File: config.mk
export PLATFORM = sky130hd
export DESIGN_NAME = rv_alu
export DESIGN_NICKNAME = d
export VERILOG_FILES = /design/src/rtl/rv_alu_pkg.sv /design/src/rtl/rv_alu_cmp.sv /design/src/rtl/rv_alu.sv
export SDC_FILE = /design/constraint.sdc
export NUM_CORES = 1
export LEC_CHECK = 0
export CORE_MARGIN = 1.5
export CORE_UTILIZATION = 40
export CTS_BUF_LIST = sky130_fd_sc_hd__clkbuf_4 sky130_fd_sc_hd__clkbuf_8
export DETAILED_ROUTE_END_ITERATION = 7
export MAX_ROUTING_LAYER = met4
export PLACE_DENSITY = 0.67
export SYNTH_ARGS = -nofsm -noshare
export SYNTH_HDL_FRONTEND = slang
export SYNTH_SLANG_ARGS = --single-unit
File: constraint.sdc
create_clock -name clock -period 13 [get_ports clock]
set_input_delay 3.9 -clock clock [delete_from_list [all_inputs] [get_ports clock]]
set_output_delay 3.9 -clock clock [all_outputs]
set_load 0.05 [all_outputs]
File: src/rtl/rv_alu_pkg.sv
// rv_alu_pkg: shared constants for the RV32I ALU (operation codes, branch
// class prefix, datapath width).
package rv_alu_pkg;

    localparam int DATA_W = 32;

    // ALU_Control operation codes
    localparam logic [5:0] ALU_ADD  = 6'b000000;
    localparam logic [5:0] ALU_SUB  = 6'b001000;
    localparam logic [5:0] ALU_SLL  = 6'b000001;
    localparam logic [5:0] ALU_SRL  = 6'b000101;
    localparam logic [5:0] ALU_SRA  = 6'b001101;
    localparam logic [5:0] ALU_SLT  = 6'b000010;
    localparam logic [5:0] ALU_SLTU = 6'b000011;
    localparam logic [5:0] ALU_XOR  = 6'b000100;
    localparam logic [5:0] ALU_OR   = 6'b000110;
    localparam logic [5:0] ALU_AND  = 6'b000111;
    localparam logic [5:0] ALU_BEQ  = 6'b010000;
    localparam logic [5:0] ALU_BNE  = 6'b010001;
    localparam logic [5:0] ALU_BLT  = 6'b010100;
    localparam logic [5:0] ALU_BGE  = 6'b010101;
    localparam logic [5:0] ALU_BLTU = 6'b010110;
    localparam logic [5:0] ALU_BGEU = 6'b010111;
    localparam logic [5:0] ALU_JAL  = 6'b011111;
    localparam logic [5:0] ALU_JALR = 6'b111111;

    // Upper three bits shared by every conditional-branch code
    localparam logic [2:0] BR_CLASS = 3'b010;

endpackage

File: src/rtl/rv_alu_cmp.sv
// rv_alu_cmp: equality / signed-less-than / unsigned-less-than comparator
// shared by SLT/SLTU and the branch decode.
module rv_alu_cmp
    import rv_alu_pkg::*;
(
    input  logic [DATA_W-1:0] a_i,
    input  logic [DATA_W-1:0] b_i,
    output logic              eq_o,
    output logic              lt_o,
    output logic              ltu_o
);

    // Pure combinational comparisons
    always_comb begin
        eq_o  = (a_i == b_i);
        lt_o  = ($signed(a_i) < $signed(b_i));
        ltu_o = (a_i < b_i);
    end

endmodule

File: src/rtl/rv_alu.sv
// rv_alu: 32-bit RV32I ALU with combinational result/branch and a registered
// copy of both. Optional macro ALU_ZERO_FLAG_EN adds zero / zero_q outputs.
module rv_alu
    import rv_alu_pkg::*;
(
    input  logic              clock,
    input  logic              reset,
    input  logic              branch_op,
    input  logic [5:0]        ALU_Control,
    input  logic [DATA_W-1:0] operand_A,
    input  logic [DATA_W-1:0] operand_B,
    output logic [DATA_W-1:0] ALU_result,
    output logic              branch,
`ifdef ALU_ZERO_FLAG_EN
    output logic              zero,
    output logic              zero_q,
`endif
    output logic [DATA_W-1:0] ALU_result_q,
    output logic              branch_q
);

    logic       cmp_eq, cmp_lt, cmp_ltu;
    logic [4:0] shamt;
    logic       cmp_true;

    assign shamt = operand_B[4:0];

    rv_alu_cmp u_cmp (
        .a_i   (operand_A),
        .b_i   (operand_B),
        .eq_o  (cmp_eq),
        .lt_o  (cmp_lt),
        .ltu_o (cmp_ltu)
    );

    // Operation select; compare results are zero-extended into bit 0
    always_comb begin
        ALU_result = '0;
        cmp_true   = 1'b0;
        case (ALU_Control)
            ALU_ADD:  ALU_result = operand_A + operand_B;
            ALU_SUB:  ALU_result = operand_A - operand_B;
            ALU_SLL:  ALU_result = operand_A << shamt;
            ALU_SRL:  ALU_result = operand_A >> shamt;
            ALU_SRA:  ALU_result = $unsigned($signed(operand_A) >>> shamt);
            ALU_SLT:  ALU_result = {{(DATA_W-1){1'b0}}, cmp_lt};
            ALU_SLTU: ALU_result = {{(DATA_W-1){1'b0}}, cmp_ltu};
            ALU_XOR:  ALU_result = operand_A ^ operand_B;
            ALU_OR:   ALU_result = operand_A | operand_B;
            ALU_AND:  ALU_result = operand_A & operand_B;
            ALU_BEQ:  cmp_true   = cmp_eq;
            ALU_BNE:  cmp_true   = ~cmp_eq;
            ALU_BLT:  cmp_true   = cmp_lt;
            ALU_BGE:  cmp_true   = ~cmp_lt;
            ALU_BLTU: cmp_true   = cmp_ltu;
            ALU_BGEU: cmp_true   = ~cmp_ltu;
            ALU_JAL,
            ALU_JALR: ALU_result = operand_A;
            default:  ALU_result = '0;
        endcase
        if (ALU_Control[5:3] == BR_CLASS)
            ALU_result = {{(DATA_W-1){1'b0}}, cmp_true};
    end

    // Branch is taken only for a real branch instruction with a branch-class code
    assign branch = branch_op && (ALU_Control[5:3] == BR_CLASS) && cmp_true;

`ifdef ALU_ZERO_FLAG_EN
    assign zero = (ALU_result == '0);

    // Registered zero flag; resets to 1 to match a cleared result
    always_ff @(posedge clock or negedge reset) begin
        if (!reset) zero_q <= 1'b1;
        else        zero_q <= zero;
    end
`endif

    // Registered taps for writeback/debug, cleared asynchronously
    always_ff @(posedge clock or negedge reset) begin
        if (!reset) begin
            ALU_result_q <= '0;
            branch_q     <= 1'b0;
        end else begin
            ALU_result_q <= ALU_result;
            branch_q     <= branch;
        end
    end

endmodule

-- Word-level counts from Yosys, hierarchy flattened
Cells that the tools add are included.
- bits in registers: 33
- bits of input ports: 73
- output and inout bits: 66
- word-level logic and storage cells: 41
- add/sub/neg operators: 2
- magnitude comparators: 2
- equal/unequal tests: 19
- shift-type cells: 3
- mux-type cells: 3
- bitwise gates (word level): 6
- reduce and logical (&&, ||, !) cells: 4
- operator list (cell ; number):
    one-hot mux 32 bit (11 select lines) ; 1
    less-than comparator 32 bit ; 2
    equality test 6 x 5 -> 1 bit (second input constant) ; 7
    adder 32 bit ; 1
    AND 32 bit ; 1
    equality test 32 bit ; 1
    2-to-1 mux 32 bit ; 1
    bitwise OR 32 bit ; 1
    left shift 32 x 5 -> 32 bit ; 1
    >> shifter 32 x 5 -> 32 bit ; 1
    >>> shifter 32 x 5 -> 32 bit ; 1
    subtractor 32 bit ; 1
    bitwise XOR 32 bit ; 1
    equality test 6 x 3 -> 1 bit (second input constant) ; 4
    equality test 6 x 2 -> 1 bit (second input constant) ; 2
    equality test 6 x 4 -> 1 bit (second input constant) ; 2
    equality test 6 x 1 -> 1 bit (second input constant) ; 1
    equality test 6 bit (second input constant) ; 1
    logical NOT 6 bit ; 1
    one-hot mux 1 bit (6 select lines) ; 1
    equality test 3 x 2 -> 1 bit (second input constant) ; 1
    inverter 1 bit ; 3
    logical AND 1 bit ; 2
    OR reduction 2 bit ; 1

-- Depth between registers and ports, before layout
- word-level depth: 4
- gate-level depth with buffers: 15

-- By module
Synthesis repeated with hierarchy kept, for this count alone.
- cells, all modules: 1255
- area, all modules: 9839.4 um^2
- by module, submodules not included (module ; instances ; cells an instance ; area an instance (um^2) ; seq. area each (um^2)):
    rv_alu ; 1 ; 1140 ; 9013.6 ; 825.8
    rv_alu_cmp ; 1 ; 115 ; 825.8 ; 0.0

-- Worst setup path before layout
OpenSTA, ideal clock, no wires.
- path kind: in2out
- start: in operand_B[2]
- end: out ALU_result[24]
- data arrival time: 8.216 ns
- data required time: 9.100 ns
- path slack: 0.884 ns
- stages: 15
- path buffers: 4
- cells stage by stage: clkbuf_1 inv_2 buf_1 buf_1 ha_1 clkbuf_1 nor3b_1 o31ai_1 a31oi_1 or3_1 a21boi_0 o211ai_1 xnor2_1 nor2_1 o31ai_1
- longest elaborated chain between the ends: 3
- elaborated cells between the ends (all ways): 7
- classes of those cells: 2 x add/sub; 3 x shift; 2 x mux
- ends and longest elaborated chain (what ; RTL line ; source):
    start, declared ; rv_alu.sv:11 ; input logic [DATA_W-1:0] operand_B,
    subtractor 32 bit, or another cell as far along ; rv_alu.sv:42 ; ALU_SUB: ALU_result = operand_A - operand_B;
    one-hot mux 32 bit (11 select lines) * ; rv_alu.sv:40 ; case (ALU_Control)
    2-to-1 mux 32 bit * ; rv_alu.sv:61 ; if (ALU_Control[5:3] == BR_CLASS)
    end, declared ; rv_alu.sv:12 ; output logic [DATA_W-1:0] ALU_result,
Every way passes the cells marked *; elsewhere a longest branch is shown, timed or not.

-- Final worst setup path
- start: in operand_A[7]
- end: out ALU_result[30]
- longest elaborated chain between the ends: 3
- elaborated cells between the ends (all ways): 7
- classes of those cells: 2 x add/sub; 3 x shift; 2 x mux
- ends and longest elaborated chain (what ; RTL line ; source):
    start, declared ; rv_alu.sv:10 ; input logic [DATA_W-1:0] operand_A,
    subtractor 32 bit, or another cell as far along ; rv_alu.sv:42 ;
    one-hot mux 32 bit (11 select lines) * ; rv_alu.sv:40 ;
    2-to-1 mux 32 bit * ; rv_alu.sv:61 ;
Marks and branches as above.

==> impl_metrics.env <==
export IMPL_outcome="finished, final reports clean"
export IMPL_intPower_w=0.0003473
export IMPL_syn_area_um2=9589
export IMPL_postSynthCellCount=1306
export IMPL_syn_nets=1485
export IMPL_drv_cap=0
export IMPL_power_frac_seq_pct=15.6
export IMPL_cp_start_kind="primary input"
export IMPL_multi_input_area_um2=7971
export IMPL_fillers=2372
export IMPL_grt_pass1_vias=10514
export IMPL_synth_edf_count=0
export IMPL_cts_resized=0
export IMPL_post_route_period_util_pct=92.53
export IMPL_worstMarginPinSlew_ns=1.105
export IMPL_cts_hold_fix_buffers=0
export IMPL_power_frac_clock_pct=16.4
export IMPL_die_w_um=157.8
export IMPL_power_leakage_nw=4.842
export IMPL_clk_pin_slew_ns=0.10
export IMPL_nets=1566
export IMPL_final_hold_viol_count=0
export IMPL_htreeDepth=2
export IMPL_final_max_slew_viol_count=0
export IMPL_timing_critical_path_mode_cell="o211ai_1"
export IMPL_drt_pass1_iterations=6
export IMPL_die_h_um=157.8
export IMPL_grt_setup_unrepaired="no"
export IMPL_core_um2=23470
export IMPL_fin_crit_ns=12.03
export IMPL_grt_max_degree=64
export IMPL_synth_largest_area_cell="ha_1"
export IMPL_grt_overflow_total=0
export IMPL_crit_fanout=12
export IMPL_hold_class="in2async"
export IMPL_antenna_found_initial=1
export IMPL_ir_drop_uv=50.71
export IMPL_cts_sinks=33
export IMPL_post_cts_buffers=0
export IMPL_postRouteAntennaNets=0
export IMPL_start_util_pct=40.85
export IMPL_synth_seq_area_share_pct=8.612
export IMPL_clock_fmax_mhz=83.13
export IMPL_switchingPower_w=0.0003615
export IMPL_cp_slowest_cell="clkdlybuf4s50_1"
export IMPL_grt_pass1_wl_um=67700
export IMPL_wl_per_cell_um=26.67
export IMPL_crit_path_max_incr_delay_ns=0.84
export IMPL_cts_tree="built"
export IMPL_area_growth_syn_to_layout_pct=19.43
export IMPL_gp_congestion=1.050
export IMPL_ys_warn_count=0
export IMPL_wirelength_um=45550
export IMPL_finalSetupTns_ns=0
export IMPL_drc_errors=0
export IMPL_synthArstFlopShare_pct=100.0
export IMPL_synth_seq_cells=33
export IMPL_cp_top_family="simple AND/OR/NAND/NOR gates"
export IMPL_cts_buffers=5
export IMPL_worstSetupPathType="in2out"
export IMPL_place_area_um2=11330
export IMPL_drt_iter0_markers=1538
export IMPL_critical_path_cell_chain="clkdlybuf4s50_1 > inv_1 > ha_1 > nor4_1 > o31ai_1 > a41oi_1 > o211ai_1 > nand3_1 > nand4_1 > and4b_1 > o211ai_1 > or3b_2 > buf_4"
export IMPL_switching_share_pct=51.00
export IMPL_fp_row_count=56
export IMPL_worstPathRequired_ns=9.10
export IMPL_synth_top_cell_area_share_pct=13.57
export IMPL_power_density_nw_per_um2=61.89
export IMPL_synth_flop_cell="dfrtp_1"
export IMPL_critPathBufInv=3
export IMPL_finalInstanceArea_um2=11450
export IMPL_vias=11343
export IMPL_final_cell_mix="154 x nor2_1, 121 x o21ai_0, 108 x clkdlybuf4s50_1"
export IMPL_setup_viol=0
export IMPL_drive_gt1_share_pct=10.66
export IMPL_path_depth=13
export IMPL_hpwl_um=35820
export IMPL_worstPathArrival_ns=8.13
export IMPL_power_frac_comb_pct=67.9
export IMPL_synth_distinct_cells=78
export IMPL_cts_root_buf="clkbuf_8"
export IMPL_max_slew_margin_pct=26.37
export IMPL_clockBufferDepth=2
export IMPL_layout_cells_most_common="nor2_1"
export IMPL_ioPinCount=139
export IMPL_dieArea_um2=24910
export IMPL_port_buffers=138
export IMPL_seqCellArea_um2=825.8
export IMPL_synth_area_per_cell_um2=7.342
export IMPL_viasPerCell=6.641
export IMPL_setup_worst_path_end_class="primary output"
export IMPL_grtUsageTotal_pct=37.69
export IMPL_holdWs_ns=3.705
export IMPL_synth_top_cells_by_area="ha_1 14%, mux4_2 12%, dfrtp_1 8.6%"
-- cells by family after synthesis --
logic type / count (synthesis) / share of synthesized area [%]
compound gates: 458 / 31.64
simple gates: 386 / 18.76
buf+inv: 204 / 8.285
fa+ha+maj: 106 / 13.99
mux: 98 / 16.79
flops: 33 / 8.612
xor+xnor: 21 / 1.918
-- per-stage QoR --
step / utilization [%] / setup WS [ns] / cells / total power, W
floorplan: - / 0.8837 / 1306 / 0.0004108
global placement: 48.27 / 0.9136 / 1699 / 0.0005825
detailed placement: 48.27 / 1.041 / 1699 / 0.0005814
CTS: 48.78 / 1.024 / 1707 / 0.0006990
global route: 48.79 / 0.6621 / 1708 / 0.0007410
finish: 48.79 / 0.9705 / 1708 / 0.0007088
-- cell usage after synthesis (all sizes together) (14+ instances only) --
| master | instances |
|---|---|
| a211oi | 27 |
| a21oi | 103 |
| a221oi | 14 |
| a31oi | 14 |
| buf | 35 |
| clkbuf | 70 |
| dfrtp | 33 |
| ha | 104 |
| inv | 98 |
| mux2i | 45 |
| mux4 | 50 |
| nand2 | 84 |
| nand3 | 24 |
| nor2 | 155 |
| nor3 | 23 |
| nor4 | 15 |
| o211ai | 23 |
| o21ai | 122 |
| or3 | 14 |
| xnor2 | 15 |
-- metal layers --
metal | global-route usage [%] | vias to the layer above | wire, um
met1 | 49.15 | 5348 | 18330
met4 | 17.57 | 0 | 2660
met5 | - | - | 0
met2 | 57.73 | 800 | 20060
li1 | - | 5049 | -
met3 | 5.119 | 146 | 4492
-- final timing paths --
path | from | end | slack [ns]
min in group clock | branch_op | branch_q | 4.21
worst min-delay path | reset | ALU_result_q[2] | 3.71
worst max-delay path | operand_A[7] | ALU_result[30] | 0.97
max in group asynchronous | reset | ALU_result_q[1] | 8.72
-- state kept, by name (all words and copies together) (netlist names) --
register and cells:
branch_q 1, ALU_result_q 32
-- cell type report --
cell class	instances	area share (%)
Clock buffer	7	0.7866
Inverter	99	3.245
Clock inverter	1	0.2622
Timing Repair Buffer	179	15.38
Sequential cell	33	7.211
Antenna cell	1	0.02185
Multi-Input combinational cell	1069	69.61
Tap cell	319	3.485
-- power groups by stage --
stage | sequential (W) | clock, W | combinational (W)
detailed placement | 0.000113 | 0 | 0.000468
global placement | 0.000113 | 0 | 0.000470
global route | 0.000111 | 0.000119 | 0.000510
CTS | 0.000111 | 0.000118 | 0.000470
floorplan | 0.000136 | 0 | 0.000274
finish | 0.000111 | 0.000116 | 0.000482
No activity file was read; power rests on OpenSTA's default activity.
==> edit: new RTL, same flow settings <==
Remove the case item `ALU_SLL` of the case on `ALU_Control`.
--- a/src/rtl/rv_alu.sv
+++ b/src/rtl/rv_alu.sv
@@ -40,7 +40,6 @@
         case (ALU_Control)
             ALU_ADD:  ALU_result = operand_A + operand_B;
             ALU_SUB:  ALU_result = operand_A - operand_B;
-            ALU_SLL:  ALU_result = operand_A << shamt;
             ALU_SRL:  ALU_result = operand_A >> shamt;
             ALU_SRA:  ALU_result = $unsigned($signed(operand_A) >>> shamt);
             ALU_SLT:  ALU_result = {{(DATA_W-1){1'b0}}, cmp_lt};
Behaviour: not the same (Yosys sat finds a counterexample within 4 cycles, from zero or initial values and one cycle with reset low).
==> edit against the unedited design <==
- area after synthesis is 19% lower
- sequential cell count did not move
- power is 16% lower
- non-clock buffer count is 20 lower
- cell area down 17%
- critical endpoint is now ALU_result[31]
- worst setup slack worse by 0.075 ns
- largest cell class unchanged
- largest power group unchanged
- routed wire length decreased by 32%
- count of clock-buffer cells in the layout is the same
==> edit: results (changes against the unedited design) <==
Outcome
  – Outcome: finished clean (unchanged)

Synth
  – Post-Syn Nets: 1257 (was 1485)
  – Most common library cells after synthesis: 124 x nand2_1, 99 x ha_1, 97 x o21ai_0 (was 155 x nor2_1, 121 x o21ai_0, 104 x ha_1)
  – Most used DFF post-synth: dfrtp_1 (unchanged)
  – Sequential share of the synthesized area: 10.7% (was 8.61%)
  – Post-synthesis async set-or-reset flop share: 100% (unchanged)
  – Synth unique cells: 75 (was 78)
  – Ys Warns: 0 (unchanged)
  – Dominant cells by area after synthesis: ha_1 16%, dfrtp_1 11%, o21ai_0 6.3% (was ha_1 14%, mux4_2 12%, dfrtp_1 8.6%)

CTS
  – Num CTS Buffers: 5 (unchanged)
  – H-tree depth reported by CTS: 2 (unchanged)
  – Post-CTS setup buffers: 0 (unchanged)
  – Post-CTS sizing: 0 (unchanged)
  – Max Root-Sink Buffers: 2 (unchanged)
  – CTS root buf: clkbuf_8 (unchanged)
  – CTS clock-pin slew for the worst setup and hold paths: 0.11 ns

Routing
  – Via count: 8894 (was 11300)
  – Initial DRC count: 1259 (was 1538)
  – Drt pass-1 iters: 7 (was 6)
  – Routed wire per std cell: 21.6 microns (was 26.7 microns)

Final layout
  – Ant diodes: 0 (was 1)
  – Share of post-route cells with drive strength above 1: 8.10% (was 10.7%)
  – Top flop regs: ALU_result_q x32, branch_q x1 (unchanged)

Critical path
  – Crit-path max FO: 8 (was 12)
  – Max stage delay on crit path: 0.71 ns (was 0.84 ns)
  – Crit-path slowest cell: clkdlybuf4s50_1 (unchanged)
  – Data arrival, critical path: 8.20 ns (was 8.13 ns)

Worst hold path
  – Worst min path class: in2async (unchanged)

Power and ir drop
  – Worst VDD drop: 0.0309 mV (was 0.0507 mV)
  – Sw Pwr: 0.000296 W (was 0.000361 W)
  – Static Leak: 4.15 nW (was 4.84 nW)

Place
  – I/O Buffers: 138 (unchanged)
  – HPWL Detailed: 23700 microns (was 35800 microns)
  – Gpl congestion: 0.999 (was 1.05)

GRT
  – First-pass GRT wire length: 47700 microns (was 67700 microns)
  – Largest net degree at the start of global routing: 43 (was 64)
  – Vias in the first global route: 8228 (was 10500)
  – Initial antenna violation count: 0 (was 1)
  – Tot GR Track Use: 31.4% (was 37.7%)

STA
  – Max_slew headroom: 27.6% (was 26.4%)
## edit: cell count changes after synthesis, moves of 8 or more
cell	unedited run	this run
clkbuf_1	69	57
nand2_1	84	124
a21oi_1	103	94
nand3_1	24	16
xnor2_1	15	24
mux2i_1	45	22
a211oi_1	27	16
buf_1	20	7
a31oi_1	14	5
mux4_2	50	19
o21ai_0	121	97
inv_1	95	85
nor2_1	155	95
## edit: power by group through the flow
stage	sequential (W)	combinational (W)	clock [W]
2_1_floorplan	0.000135	0.000226	0
3_3_place_gp	0.000112	0.000381	0
3_5_place_dp	0.000112	0.000381	0
4_1_cts	0.000110	0.000383	0.0000981
5_1_grt	0.000111	0.000417	0.000101
6_report	0.000110	0.000389	0.0000945
## edit: cells by family (layout without fill, tap and decap cells)
logic type	count (synthesis)	count (layout)	share of synthesized area, %
buffers and inverters	166	256	8.42
DFF	33	33	10.7
AOI/OAI and AO/OA	375	375	32.7
muxes	42	42	8.54
adders and majority gates	101	101	16.6
xor gates and xnor gates	29	29	3.29
and+or+nand+nor	337	337	19.8
## edit: path summary, 6_finish.rpt
check	from	endpoint	slack (ns)	depth (start not counted)
worst min-delay path	reset	ALU_result_q[2]	3.67	1
max in group asynchronous	reset	ALU_result_q[29]	8.75	1
min in group clock	branch_op	branch_q	4.22	2
worst max-delay path	operand_A[1]	ALU_result[31]	0.90	14
## edit: through the flow
stage	hold slack [ns]	std cells	power (W)	setup WS [ns]	cell area, sq um
final	3.67	1433	0.000594	0.896	9510
after floorplan	3.60	1083	0.000361	1.51	7720
after detailed placement	4.07	1426	0.000493	1.01	9420
after global routing	3.75	1433	0.000629	0.730	9510
after CTS	3.70	1433	0.000591	1.01	9510
after global placement	4.06	1426	0.000493	1.04	9420
## edit: critical path, delay by kind of cell
| family | cells | cell delay (ns) |
|---|---|---|
| AOI/OAI and AO/OA | 7 | 2.20 |
| xor gates and xnor gates | 1 | 0.13 |
| adders and majority gates | 1 | 0.45 |
| buffers and inverters | 3 | 1.00 |
| and+or+nand+nor | 2 | 0.52 |
## edit: cell type report
class | instances | area [sq um]
multi-input combinational | 884 | 6260
sequential | 33 | 826
tap | 260 | 325
clock buffer | 7 | 90.1
fill | 1932 | 9320
timing repair buffer | 159 | 1670
inverter | 90 | 338
## edit: per-layer routing
| metal | vias to the layer above | global-route usage (%) | share of wire (%) |
|---|---|---|---|
| met5 | - | - | 0 |
| met4 | 0 | 8.19 | 2.5 |
| met3 | 61 | 4.64 | 11 |
| met2 | 574 | 46.3 | 43 |
| met1 | 4127 | 44.6 | 44 |
| li1 | 4132 | - | - |
